`src/rtl/sub16_80_seq.sv`:
```
// sub16_80_seq: multi-cycle wide subtractor.
// Computes Diff = A - B - Bin (mod 2^WIDTH) and the final borrow Bout.
// One SLICE-bit ripple subtract stage is reused over WIDTH/SLICE cycles,
// working from the least significant slice upwards.
//
// Handshake: start is a request that is accepted only while idle (busy=0,
// done=0); A/B/Bin are captured on that same edge. busy stays high while
// slices are processed. done is a one-cycle pulse during which Diff/Bout
// are valid. Diff/Bout then hold until the next accepted start. A start
// that arrives while busy or done is dropped, not queued.
module sub16_80_seq #(
    parameter int WIDTH = 80,
    parameter int SLICE = 16
) (
    input  logic             clk,
    input  logic             rst,
    input  logic             start,
    input  logic [WIDTH-1:0] A,
    input  logic [WIDTH-1:0] B,
    input  logic             Bin,
    output logic [WIDTH-1:0] Diff,
    output logic             Bout,
    output logic             busy,
    output logic             done,
    output logic [1:0]       dbg_state
);

    localparam int N    = WIDTH / SLICE;
    localparam int IDXW = (N > 1) ? $clog2(N) : 1;

    localparam logic [1:0] IDLE = 2'd0;
    localparam logic [1:0] RUN  = 2'd1;
    localparam logic [1:0] DONE = 2'd2;

    localparam logic [IDXW-1:0] LAST_IDX = IDXW'(N - 1);

    logic [1:0]       state;
    logic [IDXW-1:0]  idx;
    logic [WIDTH-1:0] a_q;
    logic [WIDTH-1:0] b_q;
    logic             borrow_q;

    logic [SLICE-1:0] a_s;
    logic [SLICE-1:0] b_s;
    logic [SLICE:0]   sub_s;
    logic [SLICE-1:0] diff_s;
    logic             bo_s;

    // Select the operand slice addressed by the current slice index.
    always_comb begin
        a_s = '0;
        b_s = '0;
        for (int i = 0; i < N; i++) begin
            if (idx == IDXW'(i)) begin
                a_s = a_q[i*SLICE +: SLICE];
                b_s = b_q[i*SLICE +: SLICE];
            end
        end
    end

    // One SLICE-bit subtract stage; the extra top bit is the borrow out
    // (it goes to 1 exactly when a_s < b_s + borrow_q).
    always_comb begin
        sub_s  = {1'b0, a_s} - {1'b0, b_s} - {{SLICE{1'b0}}, borrow_q};
        diff_s = sub_s[SLICE-1:0];
        bo_s   = sub_s[SLICE];
    end

    // Control FSM plus operand, borrow and result registers.
    always_ff @(posedge clk) begin
        if (rst) begin
            state    <= IDLE;
            idx      <= '0;
            a_q      <= '0;
            b_q      <= '0;
            borrow_q <= 1'b0;
            Diff     <= '0;
            Bout     <= 1'b0;
        end else begin
            case (state)
                IDLE: begin
                    if (start) begin
                        a_q      <= A;
                        b_q      <= B;
                        borrow_q <= Bin;
                        Diff     <= '0;
                        idx      <= '0;
                        state    <= RUN;
                    end
                end
                RUN: begin
                    for (int i = 0; i < N; i++) begin
                        if (idx == IDXW'(i)) begin
                            Diff[i*SLICE +: SLICE] <= diff_s;
                        end
                    end
                    borrow_q <= bo_s;
                    if (idx == LAST_IDX) begin
                        Bout  <= bo_s;
                        state <= DONE;
                    end else begin
                        idx <= idx + IDXW'(1);
                    end
                end
                DONE: begin
                    state <= IDLE;
                end
                default: begin
                    state <= IDLE;
                end
            endcase
        end
    end

    // Status flags decode straight from the registered state.
    always_comb begin
        busy      = (state == RUN);
        done      = (state == DONE);
        dbg_state = state;
    end

endmodule

```
`config.mk`:
```
export PLATFORM = sky130hd
export DESIGN_NAME = sub16_80_seq
export DESIGN_NICKNAME = d
export VERILOG_FILES = /design/src/rtl/sub16_80_seq.sv
export SDC_FILE = /design/constraint.sdc
export NUM_CORES = 1
export LEC_CHECK = 0
export ABC_AREA = 1
export BUFFER_PORTS_ARGS = -buffer_cell sky130_fd_sc_hd__buf_2
export CAP_MARGIN = 5
export CELL_PAD_IN_SITES_DETAIL_PLACEMENT = 0
export CELL_PAD_IN_SITES_GLOBAL_PLACEMENT = 1
export CORE_UTILIZATION = 30
export CTS_CLUSTER_SIZE = 14
export DETAILED_ROUTE_END_ITERATION = 6
export GPL_TIMING_DRIVEN = 0
export PLACE_DENSITY = 0.68
export REMOVE_ABC_BUFFERS = 1
export SLEW_MARGIN = 10
export SYNTH_ARGS = -nofsm -noshare
export SYNTH_HDL_FRONTEND = slang
export SYNTH_SLANG_ARGS = --single-unit
```
`constraint.sdc`:
```
create_clock -name clk -period 3.4 [get_ports clk]
set_input_delay 0.34 -clock clk [delete_from_list [all_inputs] [get_ports clk]]
set_output_delay 0.34 -clock clk [all_outputs]
set_load 0.05 [all_outputs]
```
After elaboration in Yosys (flattened, before gate mapping)
Index checks and enable logic that the tools add are counted.
- add/sub/neg operators: 3
- equality and inequality tests: 13
- mux-type cells: 25
- reduce and logical (&&, ||, !) cells: 13
- operator list (operator ; count):
    2-to-1 mux 16 bit ; 15
    case mux 80 bit (2 select lines) ; 1
    2-to-1 mux 80 bit ; 1
    AND reduction 3 bit ; 6
    subtractor 16 x 16 -> 17 bit ; 1
    subtractor 17 x 1 -> 17 bit ; 1
    != test 2 x 1 -> 1 bit (second input constant) ; 5
    AND reduction 2 bit ; 4
    == test 3 x 2 -> 1 bit (second input constant) ; 2
    2-to-1 mux 3 bit ; 2
    case mux 3 bit (2 select lines) ; 1
    2-to-1 mux 2 bit ; 2
    != test 2 bit (second input constant) ; 2
    case mux 2 bit (2 select lines) ; 1
    adder 3 x 1 -> 3 bit (second input constant) ; 1
    == test 3 x 1 -> 1 bit (second input constant) ; 1
    == test 3 bit (second input constant) ; 1
    logical NOT 3 bit ; 1
    == test 2 x 1 -> 1 bit (second input constant) ; 1
    == test 2 bit (second input constant) ; 1
    logical NOT 2 bit ; 1
    case mux 1 bit (2 select lines) ; 1
    nonzero test 2 bit ; 1
    2-to-1 mux 1 bit ; 1
- register bits: 247
- word-level logic and storage cells: 65

Longest topological paths before layout
Gate-level depths: netlist of the first run.
- depth after elaboration: 10
- mapped depth: 25
- gate-level depth less buffers: 24

Worst setup path after synthesis of the first run
OpenSTA, ideal clock, no wires.
- kind: flip-flop to flip-flop
- start point: register idx[0]
- end point: register Diff[14]
- setup time: 138 ps
- arrival time: 3297 ps
- data required time: 3262 ps
- setup slack: -35 ps
- cell stages (with the launch flop): 24
- path buffers: 1
- period minus slack after synthesis: 3435 ps
- path through: dfxtp_1 > inv_1 > ha_1 > inv_1 > nor2_1 > inv_2 > buf_1 > nor2_1 > a311oi_1 > a21oi_1 > nor2_1 > a21oi_1 > fa_1 > fa_1 > nand2_1 > a21oi_1 > nor2_1 > nor2_1 > o21bai_1 > nand3_1 > nand2_1 > a21oi_1 > o21ai_0 > a21oi_1
- longest elaborated chain between the ends: 10
- ends and longest elaborated chain (item ; RTL line ; RTL):
    start: declaration ; 38 ; logic [IDXW-1:0] idx;
    start signal: assignment ; 102 ; idx <= idx + IDXW'(1);
    logical NOT 3 bit ; 54, 93 ;
    2-to-1 mux 16 bit (5 in a row) ; 54 ; if (idx == IDXW'(i)) begin
    subtractor 16 x 16 -> 17 bit ; 64 ; sub_s = {1'b0, a_s} - {1'b0, b_s} - {{SLICE{1'b0}}, borrow_q};
    subtractor 17 x 1 -> 17 bit ; 64 ;
    2-to-1 mux 16 bit ; 93 ; if (idx == IDXW'(i)) begin
    case mux 80 bit (2 select lines) ; 80 ; case (state)
    end signal: indexed assignment ; 94 ; Diff[i*SLICE +: SLICE] <= diff_s;
    end: declaration ; 21 ; output logic [WIDTH-1:0] Diff,
Parallel ways exist; a longest one is shown, timed or not. The select of a mux whose other input is x is not followed.
A chain may end at the register's enable or synchronous reset.

Worst setup path after layout of the first run
- start point: register idx[1]
- end point: register Diff[78]
- longest elaborated chain between the ends: 10
- ends and longest elaborated chain (item ; RTL line):
    logical NOT 3 bit ; 54
    2-to-1 mux 16 bit (5 in a row) ; 54
    subtractor 16 x 16 -> 17 bit ; 64
    subtractor 17 x 1 -> 17 bit ; 64
    2-to-1 mux 16 bit ; 93
    case mux 80 bit (2 select lines) ; 80
Parallel ways exist; a longest one is shown, timed or not. The select of a mux whose other input is x is not followed.

==> flow_summary.ini, run 1 <==
[clocking]
h-tree-depth = 1
clock_path_buffers = 3
cts_tree = done
clk_pin_slew_ns = 0.06
clockRootBuffer = clkbuf_16
clk_latency_ns = 0.55
cts.sinks = 247
cts_made_buffers = 29
hold_buffers = 0

[global_routing]
grt_pass1_vias = 9963
top_usage_layer = met2
grt_pass1_wl_um = 55800
gr-usage-met3_pct = 2.28
grt_usage_pct = 19.6
grt_util_met2_pct = 32.4
grt_max_degree = 118
grt.met1_usage_pct = 27.5
grt_overflow = 0
antenna_found_initial = 0

[status]
status = finished with violations
failed_checks = negative setup slack

[power_and_ir_drop]
p_int_mw = 6.25
p_switching_mw = 3.45
p_sw_share_pct = 35.5
peakVddDrop_mv = 0.415
power-per-cell-area_nw_per_um2 = 646
seq_power_share_pct = 34.0
clkPwrFrac_pct = 31.6
cellLeakagePower_nw = 6.50
fin_total_pwr_mw = 9.70
comb_power_share_pct = 34.4

[floorplanning]
die_w_um = 192
die_area_um2 = 36700
die-height_um = 192
io_pins = 249
row_count = 69
core-area_um2 = 35500
start_util_pct = 30.4

[placement]
dpl-instance-area_um2 = 12500
io_buffer_count = 248
dp_hpwl_um = 22900
place.gp.congestion = 0.800

[finish]
finalNetCount = 1926
postLayoutCellArea_um2 = 15000
drive_gt1_share_pct = 30.9
nFillCells = 3708
diodes = 0
area_delta_synth_final_pct = 39.4

[synth]
yosys.area.top_type = dfxtp_1
yosysTopAreaCellShare_pct = 45.9
ys_ff_latch = 247
synth_ff_type = dfxtp_1
synth-edff-count = 0
ys_seq_area_share_pct = 45.9
async_flop_share_pct = 0
synth_commonest_cells = nor2_1 (390), dfxtp_1 (247), o21ai_0 (243), a21oi_1 (132), nand2_1 (116)
yosysMostFrequentCell = nor2_1
synth_cells = 1487
synth_cell_types = 34
synthTopCellsByArea = dfxtp_1 (46%), nor2_1 (14%), o21ai_0 (11%)
synth.avg_cell_area_um2 = 7.25
yosysWarnings = 0
syn_area_um2 = 10800

[critical_path]
crit_required_ns = 3.80
crit_type = reg -> reg
endpoint_kind = flop
reg2reg_depth = 20
reg2reg_slack_ns = -0.16
r2r_start = idx[1]
startpoint = idx[1]
rr_endpoint = Diff[78]
cp_data_arrival_time_ns = 3.96
crit_fanout = 8
critPathLaunchType = flop

[min_path]
min_path_type = in -> reg
hp-start = A[22]
hold_path_depth = 3
whs_endpoint = a_q[22]

[job]
cap_violations = 0

[routing]
first_iter_violations = 571
antenna_left = 0
drc = 0
vias = 10700
vias_per_cell = 4.83
drt_pre_antenna_iters = 5
wl_per_cell_um = 17.1
wirelength_um = 37700

[timing]
fin_skew_ns = 0.0108
setup_viol = 36
relSlewSlack_pct = 37.6
grt_setup_unrepaired = true
tightestPinTransition_ns = 0.935
drv_slew = 0
finalCritPeriodShare_pct = 105
hold_viol = 0
max_freq_mhz = 281
worst_slack_ns = -0.159
final.min_clock_period_ns = 3.56
[repair_timing]
item | in CTS | in global routing
resized for setup | 134 | 122
setup buffers | 32 | 20
gates cloned | 5 | 2
pin swaps | 37 | 43
setup endpoints to repair | 82 | 72
[routing by layer]
layer  up-vias  wire [um]
met5         -          0
met4         0        700
met3        40       1620
met2       254      17200
met1      4951      18100
li1       5429          -
[cell type report]
| cell class | count | area [um2] | share of cell area (%) |
|---|---|---|---|
| Clock buffer | 45 | 876 | 5.83 |
| Sequential cell | 247 | 4960 | 33.0 |
| Inverter | 74 | 350 | 2.33 |
| Multi-Input combinational cell | 1060 | 6080 | 40.5 |
| Timing Repair inverter | 3 | 57.6 | 0.383 |
| Tap cell | 461 | 577 | 3.84 |
| Timing Repair Buffer | 312 | 2060 | 13.7 |
| Clock inverter | 7 | 63.8 | 0.425 |
[worst max-delay path by stage]
stage	endpoint	slack [ns]	cells after the start
6_report	Diff[78]	-0.16	20
5_1_grt	Diff[76]	-0.33	22
4_1_cts	Diff[78]	-0.13	22
3_5_place_dp	Diff[44]	-1.90	18
3_3_place_gp	Diff[42]	-4.00	19
2_1_floorplan	Diff[46]	-1.07	21
[registers in the layout (all words and copies together), names as in the netlist]
signal / cells
Diff: 80
a_q: 80
b_q: 80
idx: 3
dbg_state: 2
Bout: 1
borrow_q: 1
[per-stage QoR]
stage                     instances  setup slack, ns  TNS (ns)  hold WS (ns)  util (%)
after floorplan                1381            -1.07   -100.90         0.409         -
after global placement         2090            -4.00   -658.90         0.439      34.3
after detailed placement       2101            -1.90   -112.58         0.442      35.2
after CTS                      2190           -0.128     -2.18        0.0155      40.4
after global routing           2209           -0.332    -11.90        0.0401      42.3
final                          2209           -0.159     -2.63        0.0388      42.3
[kinds of logic (layout without fill, tap and decap cells)]
kind of cell               count (synthesis)  in the layout  synth area share (%)
AOI/OAI and AO/OA                        439            439                  21.8
adders and majority gates                 35             35                  4.20
and+or+nand+nor                          586            586                  21.7
DFF                                      247            247                  45.9
buffers and inverters                    180            441                  6.43
[critical path, stage by stage, from the launching register on]
cell,delay [ns]
dfxtp_4,0.38
buf_6,0.10
ha_4,0.11
inv_2,0.04
nor2_4,0.15
buf_12,0.16
clkinv_16,0.06
buf_16,0.15
buf_6,0.15
o211ai_1,0.21
a31oi_2,0.16
ha_1,0.32
inv_2,0.05
ha_4,0.28
a21oi_4,0.17
o21ai_1,0.10
a211oi_2,0.25
nand2_2,0.09
buf_4,0.14
o21ai_4,0.23
a21oi_1,0.10
[layout by cell type, fill, tap and decap left out, drive strengths merged]
master	n
buf	310
nor3	5
nor2	392
o22ai	3
a311oi	16
clkinvlp	2
ha	33
nand3b	2
or2	4
o211ai	18
nand4	1
dfxtp	247
o21ai	248
a21o	1
clkbuf	47
a21oi	132
a211oi	1
nand2	119
nand3	63
o21a	1
clkinv	6
a21boi	1
fa	2
inv	74
a31oi	15
o21bai	3
bufinv	2
[power groups by stage]
stage / Clock [mW] / Combinational, mW / Sequential, mW
2_1_floorplan: 0 / 1.25 / 3.69
3_3_place_gp: 0 / 2.31 / 3.35
3_5_place_dp: 0 / 2.33 / 3.36
4_1_cts: 3.15 / 2.87 / 3.30
5_1_grt: 3.25 / 3.63 / 3.33
6_report: 3.07 / 3.33 / 3.30
Note: power is estimated with default switching activity, not from simulation.
==> inputs of run 2 (changes only) <==
--- a/config.mk
+++ b/config.mk
@@ -11,6 +11,7 @@
 export CELL_PAD_IN_SITES_DETAIL_PLACEMENT = 0
 export CELL_PAD_IN_SITES_GLOBAL_PLACEMENT = 1
 export CORE_UTILIZATION = 30
+export CTS_BUF_LIST = sky130_fd_sc_hd__clkbuf_8
 export CTS_CLUSTER_SIZE = 14
 export DETAILED_ROUTE_END_ITERATION = 6
 export GPL_TIMING_DRIVEN = 0
==> flow_summary.ini, run 2 (same netlist as run 1, synthesis figures left out) <==
[critical_path]
rr_endpoint = Diff[30]
cp_data_arrival_time_ns = 3.97
r2r_start = idx[0]
crit_fanout = 15
cpMostUsedCell = a21oi_1
critPathTopFamily = compound AO/OA/AOI/OAI gates
startpoint = idx[0]
reg2reg_slack_ns = -0.16
max_stage_delay_ns = 0.37
endpoint_kind = flop
critPathLaunchType = flop
crit_type = reg -> reg
crit_required_ns = 3.81
reg2reg_depth = 20
critPathBufInv = 6
critPathSlowestCell = dfxtp_4
cp_cell_sequence = inv_4 -> ha_4 -> inv_2 -> nor2_4 -> bufinv_16 -> buf_4 -> a311oi_1 -> a21oi_1 -> nor2_1 -> a21oi_1 -> ha_1 -> inv_2 -> ha_4 -> a21oi_4 -> o21ai_1 -> a211oi_2 -> nand2_2 -> buf_4 -> o21ai_4 -> a21oi_1

[timing]
setup_viol = 26
setup_tns_ns = -1.68
finalCritPeriodShare_pct = 105
fin_skew_ns = 0.0159
tightestPinTransition_ns = 0.963
worst_slack_ns = -0.164
relSlewSlack_pct = 35.7
hold_viol = 0
drv_slew = 0
grt_setup_unrepaired = true
final.min_clock_period_ns = 3.56
whs_ns = 0.0382
max_freq_mhz = 281

[routing]
vias = 10800
wl_per_cell_um = 17.0
wirelength_um = 37900
first_iter_violations = 579
drt_pre_antenna_iters = 5
antenna_left = 0
drc = 0
vias_per_cell = 4.85

[placement]
dpl-instance-area_um2 = 12500
dp_hpwl_um = 22900
dp_cells = 2101
io_buffer_count = 248
place.gp.congestion = 0.800

[floorplanning]
die-height_um = 192
die_area_um2 = 36700
core-area_um2 = 35500
start_util_pct = 30.4
row_count = 69
die_w_um = 192
io_pins = 249

[clocking]
cts_tree = done
cts_made_buffers = 44
clk_pin_slew_ns = 0.06
clk_latency_ns = 0.55
clockRootBuffer = clkbuf_8
cts.sinks = 247
clock_path_buffers = 3
h-tree-depth = 2

[finish]
drive_gt1_share_pct = 31.1
postLayoutCellArea_um2 = 14900
largestRegisters = Diff (80), a_q (80), b_q (80)
area_delta_synth_final_pct = 38.0
nFillCells = 3730
finalNonFillerCells = 2230
layout_commonest_cell = nor2_1
diodes = 0
finalNetCount = 1941
mostFrequentLayoutCells = nor2_1 (385), buf_2 (248), dfxtp_1 (244)

[global_routing]
grt.met1_usage_pct = 27.5
top_usage_layer = met2
grt_usage_pct = 20.1
grt_util_met2_pct = 32.7
gr-usage-met3_pct = 3.03
grt_max_degree = 118
grt_pass1_wl_um = 56700
grt_overflow = 0
antenna_found_initial = 0
grt_pass1_vias = 10200

[power_and_ir_drop]
fin_total_pwr_mw = 9.37
cellLeakagePower_nw = 6.48
peakVddDrop_mv = 0.306
power-per-cell-area_nw_per_um2 = 630

[min_path]
hold_path_depth = 3
whs_endpoint = b_q[19]
min_path_type = in -> reg
hp-start = B[19]

[status]
failed_checks = negative setup slack
status = finished with violations

[job]
cap_violations = 0
==> run 2: cell count changes in the layout (fill, tap and decap cells not counted), moves of 4 or more <==
cell / delta
clkbuf_1: -7
nand2_2: -5
inv_2: +4
a21oi_1: +4
dlygate4sd3_1: +5
nand2_4: +5
clkbuf_8: +43
inv_1: +10
buf_6: -4
clkbuf_16: -30
==> run 2: tightest hold or removal path, stage by stage <==
cell,delay (ns)
buf_2,0.07
o21ai_0,0.07
nor2_1,0.07
==> run 2: final cells by class <==
cell class	count	area [um2]	area share, %
clock buffers	52	716	4.81
flip-flops and latches	247	4960	33.3
clock inverters	21	120	0.808
well taps	461	577	3.88
multi-input cells	1060	6080	40.9
inverters	74	350	2.36
repair inverters	3	40.0	0.269
repair buffers	312	2030	13.6
==> run 2: repair_timing <==
| action | in CTS | in global routing |
|---|---|---|
| hold buffers | 5 | 0 |
| cloned | 6 | 1 |
| gates resized for setup | 146 | 112 |
| endpoints found under the setup margin | 82 | 72 |
| setup buffers | 37 | 13 |
| pin swaps | 48 | 55 |
| hold endpoints to repair | 5 | 0 |
==> run 2: where the power goes <==
group	leakage, nW	switching, mW	total, mW	internal [mW]
Combinational	3.96	2.11	3.38	1.27
Sequential	2.05	0.131	3.30	3.17
Clock	0.475	1.24	2.69	1.45
==> run 2: metal layers <==
metal	share of wire [%]	vias up
li1	-	5457
met1	47	5011
met2	45	288
met3	5.5	59
met4	2.5	0
met5	0	-
==> run 2: how the worst max path moves through the flow <==
stage | to | slack, ns | cells past startpoint
after detailed placement | Diff[44] | -1.90 | 18
final | Diff[30] | -0.16 | 20
after global placement | Diff[42] | -4.00 | 19
after floorplan | Diff[46] | -1.07 | 21
after global routing | Diff[28] | -0.30 | 22
after CTS | Diff[76] | -0.16 | 23
==> run 2: per-stage QoR <==
step           setup slack (ns)  util, %
6_report                 -0.164     41.9
2_1_floorplan             -1.07        -
3_3_place_gp              -4.00     34.3
4_1_cts                  -0.158     40.7
5_1_grt                  -0.299     41.9
3_5_place_dp              -1.90     35.2
